### src/rtl/uart_mem_bridge.sv
// ============================================================================
//  Module   : uart_mem_bridge
//  Purpose  : Turns host command bytes from the UART receiver into single-word
//             memory reads/writes and halt/run control over the mu0 memory
//             override port. Response bytes go back out to the transmitter.
//  Revision : 1.0 - first release
// ============================================================================
`default_nettype none

module uart_mem_bridge #(
  parameter int MEM_LATENCY    = 1,
  parameter int TIMEOUT_CYCLES = 1000000
) (
  input  logic        clk,
  input  logic        rst,
  input  logic [7:0]  rx_data,
  input  logic        rx_valid,
  output logic [7:0]  tx_data,
  output logic        tx_valid,
  input  logic        tx_ready,
  output logic        overrideMemControl,
  output logic        overrideMemRnW,
  output logic [15:0] overrideMemAddr,
  output logic [15:0] overrideMemDataIn,
  input  logic [15:0] overrideMemDataOut,
  output logic        halted,
  output logic        rx_overrun
);

  localparam int TW = $clog2(TIMEOUT_CYCLES + 1);
  localparam int LW = $clog2(MEM_LATENCY + 1);
  localparam logic [TW-1:0] c_tmo_last = TW'(TIMEOUT_CYCLES - 1);
  localparam logic [LW-1:0] c_lat_last = LW'(MEM_LATENCY - 1);

  localparam logic [7:0] c_op_write = 8'h57;
  localparam logic [7:0] c_op_read  = 8'h52;
  localparam logic [7:0] c_op_halt  = 8'h48;
  localparam logic [7:0] c_op_go    = 8'h47;
  localparam logic [7:0] c_rsp_ok   = 8'h4B;
  localparam logic [7:0] c_rsp_bad  = 8'h3F;

  typedef enum logic [2:0] {
    S_IDLE   = 3'd0,
    S_ARGS   = 3'd1,
    S_MEM_WR = 3'd2,
    S_MEM_RD = 3'd3,
    S_RESP   = 3'd4
  } state_t;

  state_t          r_state;
  logic            r_is_write;   // command in ARGS is 'W' (4 args) rather than 'R' (2 args)
  logic [1:0]      r_arg_cnt;    // argument bytes already collected
  logic [23:0]     r_args;       // earlier argument bytes, oldest in the top
  logic [TW-1:0]   r_tmo;
  logic [LW-1:0]   r_lat;
  logic [7:0]      r_low_byte;   // second response byte of a read
  logic            r_more;       // a second response byte is still pending
  logic [7:0]      r_tx_data;
  logic            r_tx_valid;
  logic            r_rnw;
  logic [15:0]     r_addr;
  logic [15:0]     r_din;
  logic            r_halted;
  logic            r_overrun;

  // Full big-endian argument word including the byte arriving this cycle
  logic [31:0]     w_full;
  logic            w_last_arg;

  assign w_full     = {r_args, rx_data};
  assign w_last_arg = (r_arg_cnt == (r_is_write ? 2'd3 : 2'd1));

  assign tx_data            = r_tx_data;
  assign tx_valid           = r_tx_valid;
  assign overrideMemRnW     = r_rnw;
  assign overrideMemAddr    = r_addr;
  assign overrideMemDataIn  = r_din;
  assign halted             = r_halted;
  assign rx_overrun         = r_overrun;
  assign overrideMemControl = r_halted || (r_state == S_MEM_WR) || (r_state == S_MEM_RD);

  // Command FSM: parse, access memory, then stream the response bytes
  always_ff @(posedge clk) begin
    if (rst) begin
      r_state    <= S_IDLE;
      r_is_write <= 1'b0;
      r_arg_cnt  <= 2'd0;
      r_args     <= 24'd0;
      r_tmo      <= '0;
      r_lat      <= '0;
      r_low_byte <= 8'h00;
      r_more     <= 1'b0;
      r_tx_data  <= 8'h00;
      r_tx_valid <= 1'b0;
      r_rnw      <= 1'b1;
      r_addr     <= 16'h0000;
      r_din      <= 16'h0000;
      r_halted   <= 1'b0;
      r_overrun  <= 1'b0;
    end else begin
      case (r_state)
        S_IDLE: begin
          r_tmo <= '0;
          if (rx_valid) begin
            r_arg_cnt <= 2'd0;
            r_more    <= 1'b0;
            case (rx_data)
              c_op_write: begin
                r_is_write <= 1'b1;
                r_state    <= S_ARGS;
              end
              c_op_read: begin
                r_is_write <= 1'b0;
                r_state    <= S_ARGS;
              end
              c_op_halt: begin
                r_halted   <= 1'b1;
                r_tx_data  <= c_rsp_ok;
                r_tx_valid <= 1'b1;
                r_state    <= S_RESP;
              end
              c_op_go: begin
                r_halted   <= 1'b0;
                r_tx_data  <= c_rsp_ok;
                r_tx_valid <= 1'b1;
                r_state    <= S_RESP;
              end
              default: begin
                r_tx_data  <= c_rsp_bad;
                r_tx_valid <= 1'b1;
                r_state    <= S_RESP;
              end
            endcase
          end
        end

        S_ARGS: begin
          if (rx_valid) begin
            r_tmo     <= '0;
            r_args    <= w_full[23:0];
            r_arg_cnt <= r_arg_cnt + 2'd1;
            if (w_last_arg) begin
              // Address/data are latched here so they are stable for the whole access
              if (r_is_write) begin
                r_addr  <= w_full[31:16];
                r_din   <= w_full[15:0];
                r_rnw   <= 1'b0;
                r_state <= S_MEM_WR;
              end else begin
                r_addr  <= w_full[15:0];
                r_rnw   <= 1'b1;
                r_lat   <= '0;
                r_state <= S_MEM_RD;
              end
            end
          end else if (r_tmo == c_tmo_last) begin
            // Host went quiet mid-command: drop it silently
            r_tmo   <= '0;
            r_state <= S_IDLE;
          end else begin
            r_tmo <= r_tmo + 1'b1;
          end
        end

        S_MEM_WR: begin
          if (rx_valid) r_overrun <= 1'b1;
          r_rnw      <= 1'b1;
          r_tx_data  <= c_rsp_ok;
          r_tx_valid <= 1'b1;
          r_state    <= S_RESP;
        end

        S_MEM_RD: begin
          if (rx_valid) r_overrun <= 1'b1;
          if (r_lat == c_lat_last) begin
            r_tx_data  <= overrideMemDataOut[15:8];
            r_low_byte <= overrideMemDataOut[7:0];
            r_more     <= 1'b1;
            r_tx_valid <= 1'b1;
            r_state    <= S_RESP;
          end else begin
            r_lat <= r_lat + 1'b1;
          end
        end

        S_RESP: begin
          if (rx_valid) r_overrun <= 1'b1;
          if (r_tx_ready_hs(r_tx_valid, tx_ready)) begin
            if (r_more) begin
              r_tx_data <= r_low_byte;
              r_more    <= 1'b0;
            end else begin
              r_tx_valid <= 1'b0;
              r_state    <= S_IDLE;
            end
          end
        end

        default: r_state <= S_IDLE;
      endcase
    end
  end

  // Transmitter handshake qualifier
  function automatic logic r_tx_ready_hs(input logic v, input logic rdy);
    return v && rdy;
  endfunction

endmodule

`default_nettype wire

### config.mk
export PLATFORM = sky130hd
export DESIGN_NAME = uart_mem_bridge
export DESIGN_NICKNAME = d
export VERILOG_FILES = /design/src/rtl/uart_mem_bridge.sv
export SDC_FILE = /design/constraint.sdc
export NUM_CORES = 1
export LEC_CHECK = 0
export ABC_AREA = 0
export ABC_CLOCK_PERIOD_IN_PS = 5500
export BUFFER_PORTS_ARGS = -buffer_cell sky130_fd_sc_hd__buf_4
export CAP_MARGIN = 20
export CORE_ASPECT_RATIO = 1.75
export CORE_MARGIN = 2
export CORE_UTILIZATION = 55
export DETAILED_ROUTE_END_ITERATION = 7
export GPL_TIMING_DRIVEN = 1
export HOLD_SLACK_MARGIN = 0.15
export PLACE_DENSITY_LB_ADDON = 0.25
export SLEW_MARGIN = 20
export SYNTH_ARGS = -nofsm -noshare
export SYNTH_HDL_FRONTEND = slang
export SYNTH_SLANG_ARGS = --single-unit
export TNS_END_PERCENT = 1
### constraint.sdc
create_clock -name clk -period 5.5 [get_ports clk]
set_clock_uncertainty 0.1 [all_clocks]
set_input_delay 0.275 -clock clk [delete_from_list [all_inputs] [get_ports clk]]
set_output_delay 0.275 -clock clk [all_outputs]
set_load 0.02 [all_outputs]
==> results of run 1 <==
## cells in the final DEF, fill, tap and decap left out, types with 2 or more instances in the layout
master / count
nor3_1: 8
and3_1: 5
a21o_1: 3
nor4_1: 3
nand3_1: 7
dlygate4sd3_1: 17
nor2_4: 2
clkbuf_16: 9
nand3_2: 3
nand3b_1: 2
clkinvlp_4: 3
buf_4: 72
a21oi_1: 47
a32o_1: 2
nand4_1: 4
a211oi_1: 22
mux2i_1: 34
or3b_1: 3
o21bai_1: 2
inv_1: 7
nand2b_1: 6
or3_1: 7
o21ai_0: 10
xnor2_1: 12
a211oi_2: 2
nor2b_1: 7
and2_1: 3
nor2_1: 69
o221ai_1: 4
or4_1: 2
nor3b_1: 3
dfxtp_1: 102
nand2_1: 76
a221oi_1: 3
## metrics by stage
stage	utilization, %	total power [mW]	setup slack (ns)	hold slack, ns	instance area [um2]
3_5_place_dp	62.8	0.878	2.26	0.347	4930
6_report	68.7	1.48	2.60	0.204	5390
3_3_place_gp	62.8	0.877	2.44	0.341	4930
4_1_cts	68.6	1.49	2.26	0.194	5390
2_1_floorplan	-	0.839	3.63	0.311	4440
5_1_grt	68.7	1.52	2.19	0.229	5390
## sequential cells by signal, summed over array words and instances, names as in the netlist
signal,cells
overrideMemRnW,1
rx_overrun,1
r_is_write,1
r_arg_cnt,2
r_state,3
overrideMemAddr,16
r_more,1
halted,1
overrideMemDataIn,16
r_tmo,20
r_args,24
tx_data,8
r_low_byte,8
tx_valid,1
## synth_stat cells, types with 3 or more instances
master | instances | share of area, %
nor2_1 | 70 | 5.9
a21o_1 | 3 | 0.51
xnor2_1 | 12 | 2.4
nor4_1 | 3 | 0.42
mux2i_1 | 34 | 7.7
buf_2 | 8 | 0.90
nand3_2 | 3 | 0.68
nand2_1 | 76 | 6.4
dfxtp_1 | 103 | 46
or3_1 | 7 | 0.99
inv_1 | 7 | 0.59
nor3b_1 | 3 | 0.51
a221oi_1 | 3 | 0.59
o21ai_0 | 10 | 1.1
and2_1 | 3 | 0.42
nand2b_1 | 6 | 0.85
buf_4 | 3 | 0.51
a21oi_1 | 47 | 5.3
nor3_1 | 8 | 0.90
nand3_1 | 7 | 0.79
o221ai_1 | 4 | 0.79
clkbuf_1 | 21 | 1.8
nand4_1 | 4 | 0.56
a211oi_1 | 22 | 3.7
and3_1 | 5 | 0.71
nor2b_1 | 7 | 0.99
or3b_1 | 3 | 0.59
## kinds of logic (layout without fill, tap and decap cells)
family / after synthesis / in the layout / share of synthesized area [%]
flip-flops: 103 / 103 / 46.5
buffers and inverters: 42 / 112 / 4.20
AND/OR/NAND/NOR: 218 / 218 / 23.7
adder cells (fa/ha/maj): 1 / 1 / 0.282
AO/OA/AOI/OAI: 103 / 103 / 14.9
multiplexers: 35 / 35 / 7.93
XOR/XNOR: 13 / 13 / 2.57
## how the worst max path moves through the flow
stage | to | cells after the start | slack, ns
2_1_floorplan | r_tmo[13] | 6 | 3.63
5_1_grt | overrideMemAddr[1] | 5 | 2.19
4_1_cts | overrideMemAddr[2] | 5 | 2.26
3_3_place_gp | overrideMemAddr[9] | 5 | 2.44
6_report | overrideMemDataIn[9] | 5 | 2.60
3_5_place_dp | overrideMemAddr[2] | 5 | 2.26
## tightest hold or removal path: stages
cell and delay [ns]:
buf_4 0.08, o221ai_1 0.12, a21oi_1 0.14
## repair_timing
action | CTS | global route
hold buffers | 17 | 0
setup endpoints to repair | 0 | 0
resized for setup | 0 | 0
hold endpoints to repair | 25 | 0
## report_power, final
group          total [mW]  internal (mW)  leakage (nW)  switching [mW]
sequential          0.761          0.754         0.832         0.00718
clock               0.605          0.323         0.130           0.282
combinational       0.111         0.0492         0.910          0.0616
## metal layers
layer	track usage [%]	vias up	wire length, um
met1	28.4	1792	4140
met4	10.3	0	122
met2	40.1	86	5160
met3	3.53	8	484
li1	-	1926	-
met5	0	-	0
## cell type report
type | count | area share [%]
clock buffer | 11 | 4.50
timing repair buffer | 89 | 13.2
tap | 90 | 2.09
multi-input combinational | 370 | 40.7
sequential | 103 | 38.3
inverter | 7 | 0.487
clock inverter | 5 | 0.789
==> flow_summary_export.csv, run 1 <==
group,metric,value,unit
floorplanning,die_h,123,um
critical_path,crit_start,"r_state[2]",
critical_path,r2r-start,"r_state[2]",
timing,min_period,2.90,ns
timing,slew_headroom,34.9,%
placement,hpwl,6.47,mm
global_route,grt_pass1_vias,3536,
critical_path,slowest_delay,0.74,ns
critical_path,cp-start-kind,"register",
clock_tree,post-cts-setup-buffers,0,
synth,synth_edf_count,0,
status,status,"finished, final reports clean",
clock_tree,cts.sink_count,103,
timing,finalHoldViolCount,0,
critical_path,critPathArrivalTime,2.99,ns
layout,fillCellCount,631,
floorplanning,io_pins,73,
global_route,grtUsageTotal,23.3,%
timing,finalMaxSlewViolations,0,
floorplanning,start_util,56.5,%
worst_hold_path,hold_path_class,"input pin to register",
critical_path,crit_required,5.59,ns
critical_path,worst_path_most_repeated_cell,"nor2_1",
layout,area_delta_synth_final,21.6,%
synth,synthCells,515,
clock_tree,root_buffer,"clkbuf_16",
power,p_per_area,274,nW/um2
placement,dpl.cell_count,642,
critical_path,crit_buf_inv,0,
layout,antenna_cells,0,
synth,ys_ff_latch,103,
detailed_routing,vias,3812,
global_route,grt_max_degree,94,
detailed_routing,routed_via_density,5.65,
synth,syn_area,4440,um2
timing,finalSetupViolations,0,
critical_path,r2r_slack,2.60,ns
critical_path,worstSetupEndpointType,"register",
critical_path,path_delay_family,"simple AND/OR/NAND/NOR gates",
clock_tree,tritoncts,"built",
power,ir_worst_vdd,213,uV
floorplanning,die_x,71.9,um
detailed_routing,routedWlPerCell,14.7,um
floorplanning,fp.dieArea,8830,um2
detailed_routing,drc,0,
layout,fin_nets,609,
global_route,overflow,0,
critical_path,cp_max_fo,28,
critical_path,worstSetupPathType,"register to register",
timing,tns,0,ns
global_route,grt_pass1_wl,16.4,mm
detailed_routing,ant_nets,0,
detailed_routing,drtPass1Iterations,4,
floorplanning,placementRows,43,
timing,worstMarginPinSlew,0.976,ns
timing,min_period_over_period,52.7,%
critical_path,crit_slowest_cell,"nor2_4",
synth,async_flop_share,0,%
detailed_routing,drt_iter0_drc,253,
placement,gp_congestion,0.786,
synth,synthFlopType,"dfxtp_1",
critical_path,rr_endpoint,"overrideMemDataIn[9]",
critical_path,r2r_cells,5,
placement,io_buffers,72,
detailed_routing,wl,9.90,mm
floorplanning,design.core.area,7860,um2
clock_tree,clockBufferDepth,2,
job,max_cap_viol_count,0,
worst_hold_path,min_to,"tx_data[1]",
power,p_leak,1.87,nW
global_route,antenna_found_initial,0,
synth,ys_seq_area_share,46.5,%
synth,syn_nets,544,
clock_tree,clkTransAtPathRegs,0.07,ns
timing,rsz0062_at_grt,"no",
layout,ff_latch_area,2060,um2
layout,multiInputGateArea,2190,um2
synth,avgSynthCellArea,8.61,um2
clock_tree,htreeDepth,3,
layout,drive_above_1_share,17.3,%
synth,synth_warnings,0,
synth,yosysUniqueCellTypes,54,
worst_hold_path,min_from,"overrideMemDataOut[9]",
critical_path,crit_chain,"nor2_1 -> nand3_2 -> nor2_4 -> mux2i_1 -> nor2_1",
worst_hold_path,min_path_cells,3,
layout,stdcell_count,675,
clock_tree,cts_buffers,9,
clock_tree,insertion_delay,0.35,ns
timing,timing.fmax,345,MHz
No activity file was read; power rests on OpenSTA's default activity.
==> run 2, diff against run 1 <==
--- a/config.mk
+++ b/config.mk
@@ -6,7 +6,7 @@
 export NUM_CORES = 1
 export LEC_CHECK = 0
 export ABC_AREA = 0
-export ABC_CLOCK_PERIOD_IN_PS = 5500
+export ABC_CLOCK_PERIOD_IN_PS = 2900
 export BUFFER_PORTS_ARGS = -buffer_cell sky130_fd_sc_hd__buf_4
 export CAP_MARGIN = 20
 export CORE_ASPECT_RATIO = 1.75
==> constraint.sdc (replaced) <==
create_clock -name clk -period 2.9 [get_ports clk]
set_clock_uncertainty 0.1 [all_clocks]
set_input_delay 0.145 -clock clk [delete_from_list [all_inputs] [get_ports clk]]
set_output_delay 0.145 -clock clk [all_outputs]
set_load 0.02 [all_outputs]
==> flow_summary_export.csv, run 2 (synthesized netlist as in run 1, its figures left out) <==
group,metric,value,unit
detailed_routing,vias,3876,
clock_tree,tritoncts,"built",
detailed_routing,routedWlPerCell,14.9,um
floorplanning,design.core.area,7860,um2
timing,timing.fmax,434,MHz
timing,rsz0062_at_grt,"no",
critical_path,r2r_slack,0.60,ns
critical_path,path_delay_family,"compound AO/OA/AOI/OAI gates",
clock_tree,cts.sink_count,103,
critical_path,crit_slowest_cell,"o21bai_1",
global_route,grt_pass1_vias,3788,
global_route,grt_pass1_wl,17.2,mm
placement,gp_congestion,0.857,
detailed_routing,wl,10.3,mm
timing,finalSetupViolations,0,
clock_tree,clockBufferDepth,2,
layout,drive_above_1_share,18.0,%
critical_path,crit_required,3.03,ns
layout,antenna_cells,0,
timing,finalMaxSlewViolations,0,
floorplanning,io_pins,73,
critical_path,cp-start-kind,"register",
clock_tree,cts_resized,0,
global_route,grt_max_degree,94,
timing,worstMarginPinSlew,0.936,ns
critical_path,r2r_cells,6,
placement,io_buffers,72,
layout,regMostFlops,"r_args",
floorplanning,start_util,56.5,%
worst_hold_path,min_path_cells,4,
critical_path,worstSetupPathType,"register to register",
timing,tns,0,ns
clock_tree,insertion_delay,0.35,ns
critical_path,critPathArrivalTime,2.43,ns
layout,most-common-layout-cells,"dfxtp_1 (103), buf_4 (79), nand2_1 (76)",
critical_path,worstSetupEndpointType,"register",
floorplanning,placementRows,43,
detailed_routing,drtPass1Iterations,4,
critical_path,cp.depth,6,
layout,final_area,5550,um2
floorplanning,fp.dieArea,8830,um2
power,ir_worst_vdd,392,uV
status,status,"finished, final reports clean",
critical_path,cp_max_fo,11,
placement,placed_area,4980,um2
power,p_per_area,537,nW/um2
global_route,grtUsageTotal,24.5,%
placement,hpwl,6.68,mm
job,max_cap_viol_count,0,
detailed_routing,drc,0,
floorplanning,die_h,123,um
global_route,overflow,0,
detailed_routing,drt_iter0_drc,244,
clock_tree,root_buffer,"clkbuf_16",
timing,slew_headroom,37.6,%
floorplanning,die_x,71.9,um
detailed_routing,routed_via_density,5.63,
detailed_routing,ant_nets,0,
timing,finalHoldViolCount,0,
layout,largest_reg_flops,24,
timing,min_period_over_period,79.5,%
clock_tree,htreeDepth,3,
layout,fin_nets,623,
layout,top_regs,"r_args x24, r_tmo x20",
critical_path,crit_buf_inv,0,
layout,final_util,70.7,%
power,p_leak,1.96,nW
critical_path,slowest_delay,0.61,ns
clock_tree,clkTransAtPathRegs,0.07,ns
worst_hold_path,hold_path_class,"input pin to register",
layout,area_delta_synth_final,25.1,%
timing,min_period,2.30,ns
global_route,antenna_found_initial,0,
clock_tree,cts_buffers,9,
critical_path,crit_chain,"ha_1 -> and3_1 -> nand3_1 -> o21bai_1 -> a21o_1 -> nor2_1",
layout,layout_commonest_cell,"dfxtp_1",
-- run 2: final timing paths --
check,startpoint,end
min,overrideMemDataOut[14],tx_data[6]
max reg2reg,r_tmo[1],r_tmo[7]
max,r_tmo[1],r_tmo[7]
min reg2reg,r_args[21],r_args[21]
-- run 2: what timing repair did --
action,CTS,global route
setup buffers,0,0
hold buffers,24,0
endpoints found under the hold margin,44,0
-- run 2: layout make-up --
| type | count | area [um2] |
|---|---|---|
| inverter | 7 | 26.3 |
| timing repair buffer | 103 | 833 |
| clock inverter | 7 | 101 |
| multi-input combinational | 370 | 2190 |
| tap | 90 | 113 |
| fill | 593 | 2300 |
| sequential | 103 | 2060 |
| clock buffer | 9 | 225 |
-- run 2: per-layer routing --
metal / global-route usage (%) / wire, um / vias to the layer above
met2: 43.4 / 5490 / 91
li1: - / - / 1955
met4: 11.2 / 140 / 0
met1: 28.1 / 4100 / 1820
met3: 4.35 / 526 / 10
met5: 0 / 0 / -
-- run 2: power breakdown --
group	internal, mW	switching [mW]	total, mW	leakage [nW]
Clock	0.767	0.546	1.31	0.158
Sequential	1.43	0.0140	1.44	0.831
Combinational	0.103	0.119	0.223	0.974
-- run 2: stage by stage --
step / power (mW) / instances / setup slack, ns / hold slack [ns]
detailed placement: 1.67 / 649 / 0.635 / 0.301
CTS: 3.00 / 689 / 0.603 / 0.163
global placement: 1.67 / 649 / 0.732 / 0.294
finish: 2.98 / 689 / 0.596 / 0.163
global route: 3.08 / 689 / 0.400 / 0.185
floorplan: 1.59 / 515 / 1.03 / 0.181
-- run 2: worst register-to-register path, stage by stage, from the launching register on --
cell and delay (ns):
dfxtp_1 0.38, ha_1 0.20, and3_1 0.25, nand3_1 0.11, o21bai_1 0.61, a21o_1 0.42
nor2_1 0.10
==> run 3, diff against run 2 <==
--- a/config.mk
+++ b/config.mk
@@ -6,12 +6,12 @@
 export NUM_CORES = 1
 export LEC_CHECK = 0
 export ABC_AREA = 0
-export ABC_CLOCK_PERIOD_IN_PS = 2900
+export ABC_CLOCK_PERIOD_IN_PS = 2000
 export BUFFER_PORTS_ARGS = -buffer_cell sky130_fd_sc_hd__buf_4
 export CAP_MARGIN = 20
 export CORE_ASPECT_RATIO = 1.75
 export CORE_MARGIN = 2
-export CORE_UTILIZATION = 55
+export CORE_UTILIZATION = 50
 export DETAILED_ROUTE_END_ITERATION = 7
 export GPL_TIMING_DRIVEN = 1
 export HOLD_SLACK_MARGIN = 0.15
==> constraint.sdc (replaced) <==
create_clock -name clk -period 2 [get_ports clk]
set_clock_uncertainty 0.1 [all_clocks]
set_input_delay 0.1 -clock clk [delete_from_list [all_inputs] [get_ports clk]]
set_output_delay 0.1 -clock clk [all_outputs]
set_load 0.02 [all_outputs]
==> flow_summary_export.csv, run 3 (synthesized netlist as in run 1, its figures left out) <==
group,metric,value,unit
job,max_cap_viol_count,0,
global_route,grt_pass1_wl,18.1,mm
floorplanning,die_h,129,um
clock_tree,clkTransAtPathRegs,0.07,ns
critical_path,crit_start,"r_tmo[7]",
floorplanning,die_x,75.2,um
clock_tree,insertion_delay,0.35,ns
timing,timing.fmax,527,MHz
clock_tree,cts.sink_count,103,
detailed_routing,routed_via_density,5.45,
global_route,grt_pass1_vias,3872,
layout,fin_nets,646,
timing,finalSetupViolations,0,
floorplanning,design.core.area,8670,um2
layout,regMostFlops,"r_args",
global_route,grtUsageTotal,24.1,%
clock_tree,cts_buffers,9,
detailed_routing,wl,10.9,mm
critical_path,worstSetupPathType,"register to register",
detailed_routing,drc,0,
timing,slew_headroom,62.5,%
layout,drive_above_1_share,21.7,%
clock_tree,post-cts-setup-buffers,0,
layout,top_regs,"r_args x24, r_tmo x20",
floorplanning,placementRows,45,
timing,min_period,1.90,ns
layout,largest_reg_flops,24,
clock_tree,clockBufferDepth,2,
placement,hpwl,7.36,mm
floorplanning,start_util,51.2,%
detailed_routing,drtPass1Iterations,6,
global_route,grt_max_degree,53,
critical_path,critPathArrivalTime,2.08,ns
clock_tree,root_buffer,"clkbuf_16",
layout,most-common-layout-cells,"dfxtp_1 (99), buf_4 (95), nand2_1 (76)",
placement,dpl.cell_count,694,
critical_path,worstSetupEndpointType,"register",
timing,worstMarginPinSlew,0.563,ns
detailed_routing,ant_nets,0,
worst_hold_path,hold_path_class,"input pin to register",
critical_path,r2r_slack,0.10,ns
clock_tree,tritoncts,"built",
power,ir_worst_vdd,512,uV
layout,layout_commonest_cell,"dfxtp_1",
timing,min_period_over_period,94.8,%
global_route,antenna_found_initial,0,
floorplanning,fp.dieArea,9670,um2
detailed_routing,vias,4025,
timing,finalMaxSlewViolations,0,
critical_path,cp_max_fo,5,
critical_path,rr_endpoint,"r_tmo[13]",
critical_path,crit_required,2.18,ns
detailed_routing,drt_iter0_drc,235,
layout,area_delta_synth_final,31.3,%
critical_path,r2r-start,"r_tmo[7]",
placement,gp_congestion,0.781,
layout,stdcell_count,739,
detailed_routing,routedWlPerCell,14.8,um
critical_path,endpoint,"r_tmo[13]",
layout,antenna_cells,0,
placement,io_buffers,72,
power,p_per_area,747,nW/um2
clock_tree,htreeDepth,3,
timing,finalHoldViolCount,0,
worst_hold_path,min_path_cells,4,
critical_path,cp-start-kind,"register",
critical_path,r2r_cells,5,
status,status,"finished, final reports clean",
timing,tns,0,ns
global_route,overflow,0,
power,p_leak,2.06,nW
timing,rsz0062_at_grt,"no",
floorplanning,io_pins,73,
run 3: changes by cell type in the layout (fill, tap and decap cells not counted), moves of 3 or more:
cell           delta
dfxtp_2           +3
buf_4            +16
dlygate4sd3_1     +5
dfxtp_1           -4
run 3: worst min-delay path by stage:
stage,startpoint,slack [ns],endpoint
2_1_floorplan,overrideMemDataOut[0],0.14,r_low_byte[0]
3_3_place_gp,overrideMemDataOut[0],0.25,r_low_byte[0]
3_5_place_dp,overrideMemDataOut[7],0.26,r_low_byte[7]
4_1_cts,rx_data[1],0.17,r_is_write
5_1_grt,rx_data[1],0.20,r_is_write
6_report,rx_data[1],0.17,r_is_write
run 3: what timing repair did:
action                                  in CTS  in global routing
hold buffers                                29                  0
hold endpoints to repair                    59                  0
endpoints found under the setup margin       0                 30
gates resized for setup                      0                 12
run 3: per-layer routing:
layer	wire, um	vias up	track usage [%]
li1	-	1989	-
met1	4580	1911	28.1
met2	5630	100	41.1
met3	474	25	7.13
met4	262	0	8.77
met5	0	-	0
run 3: worst max-delay path: stages (launching register included):
cell	delay (ns)
dfxtp_1	0.39
nand3_2	0.12
or3_1	0.40
or4_1	0.52
a21o_1	0.20
a21oi_2	0.10
run 3: final cells by class:
| class | count | area, um2 |
|---|---|---|
| flip-flops and latches | 103 | 2070 |
| multi-input cells | 370 | 2220 |
| repair buffers | 126 | 1040 |
| clock buffers | 10 | 229 |
| clock inverters | 6 | 93.8 |
| well taps | 117 | 146 |
| fillers | 735 | 2850 |
| inverters | 7 | 26.3 |
run 3: stage by stage:
step / instance area, um2 / util, % / hold WS, ns / power [mW] / setup WS, ns
5_1_grt: 5820 / 67.2 / 0.203 / 4.51 / 0.0208
3_3_place_gp: 5180 / 59.7 / 0.249 / 2.44 / 0.0694
4_1_cts: 5790 / 66.8 / 0.171 / 4.36 / 0.00413
6_report: 5820 / 67.2 / 0.174 / 4.35 / 0.104
3_5_place_dp: 5180 / 59.7 / 0.255 / 2.45 / 0.0398
2_1_floorplan: 4440 / - / 0.136 / 2.31 / 0.129
run 3: power by group:
| group | internal [mW] | switching (mW) |
|---|---|---|
| registers | 2.07 | 0.0196 |
| clock network | 1.11 | 0.786 |
| logic | 0.179 | 0.189 |
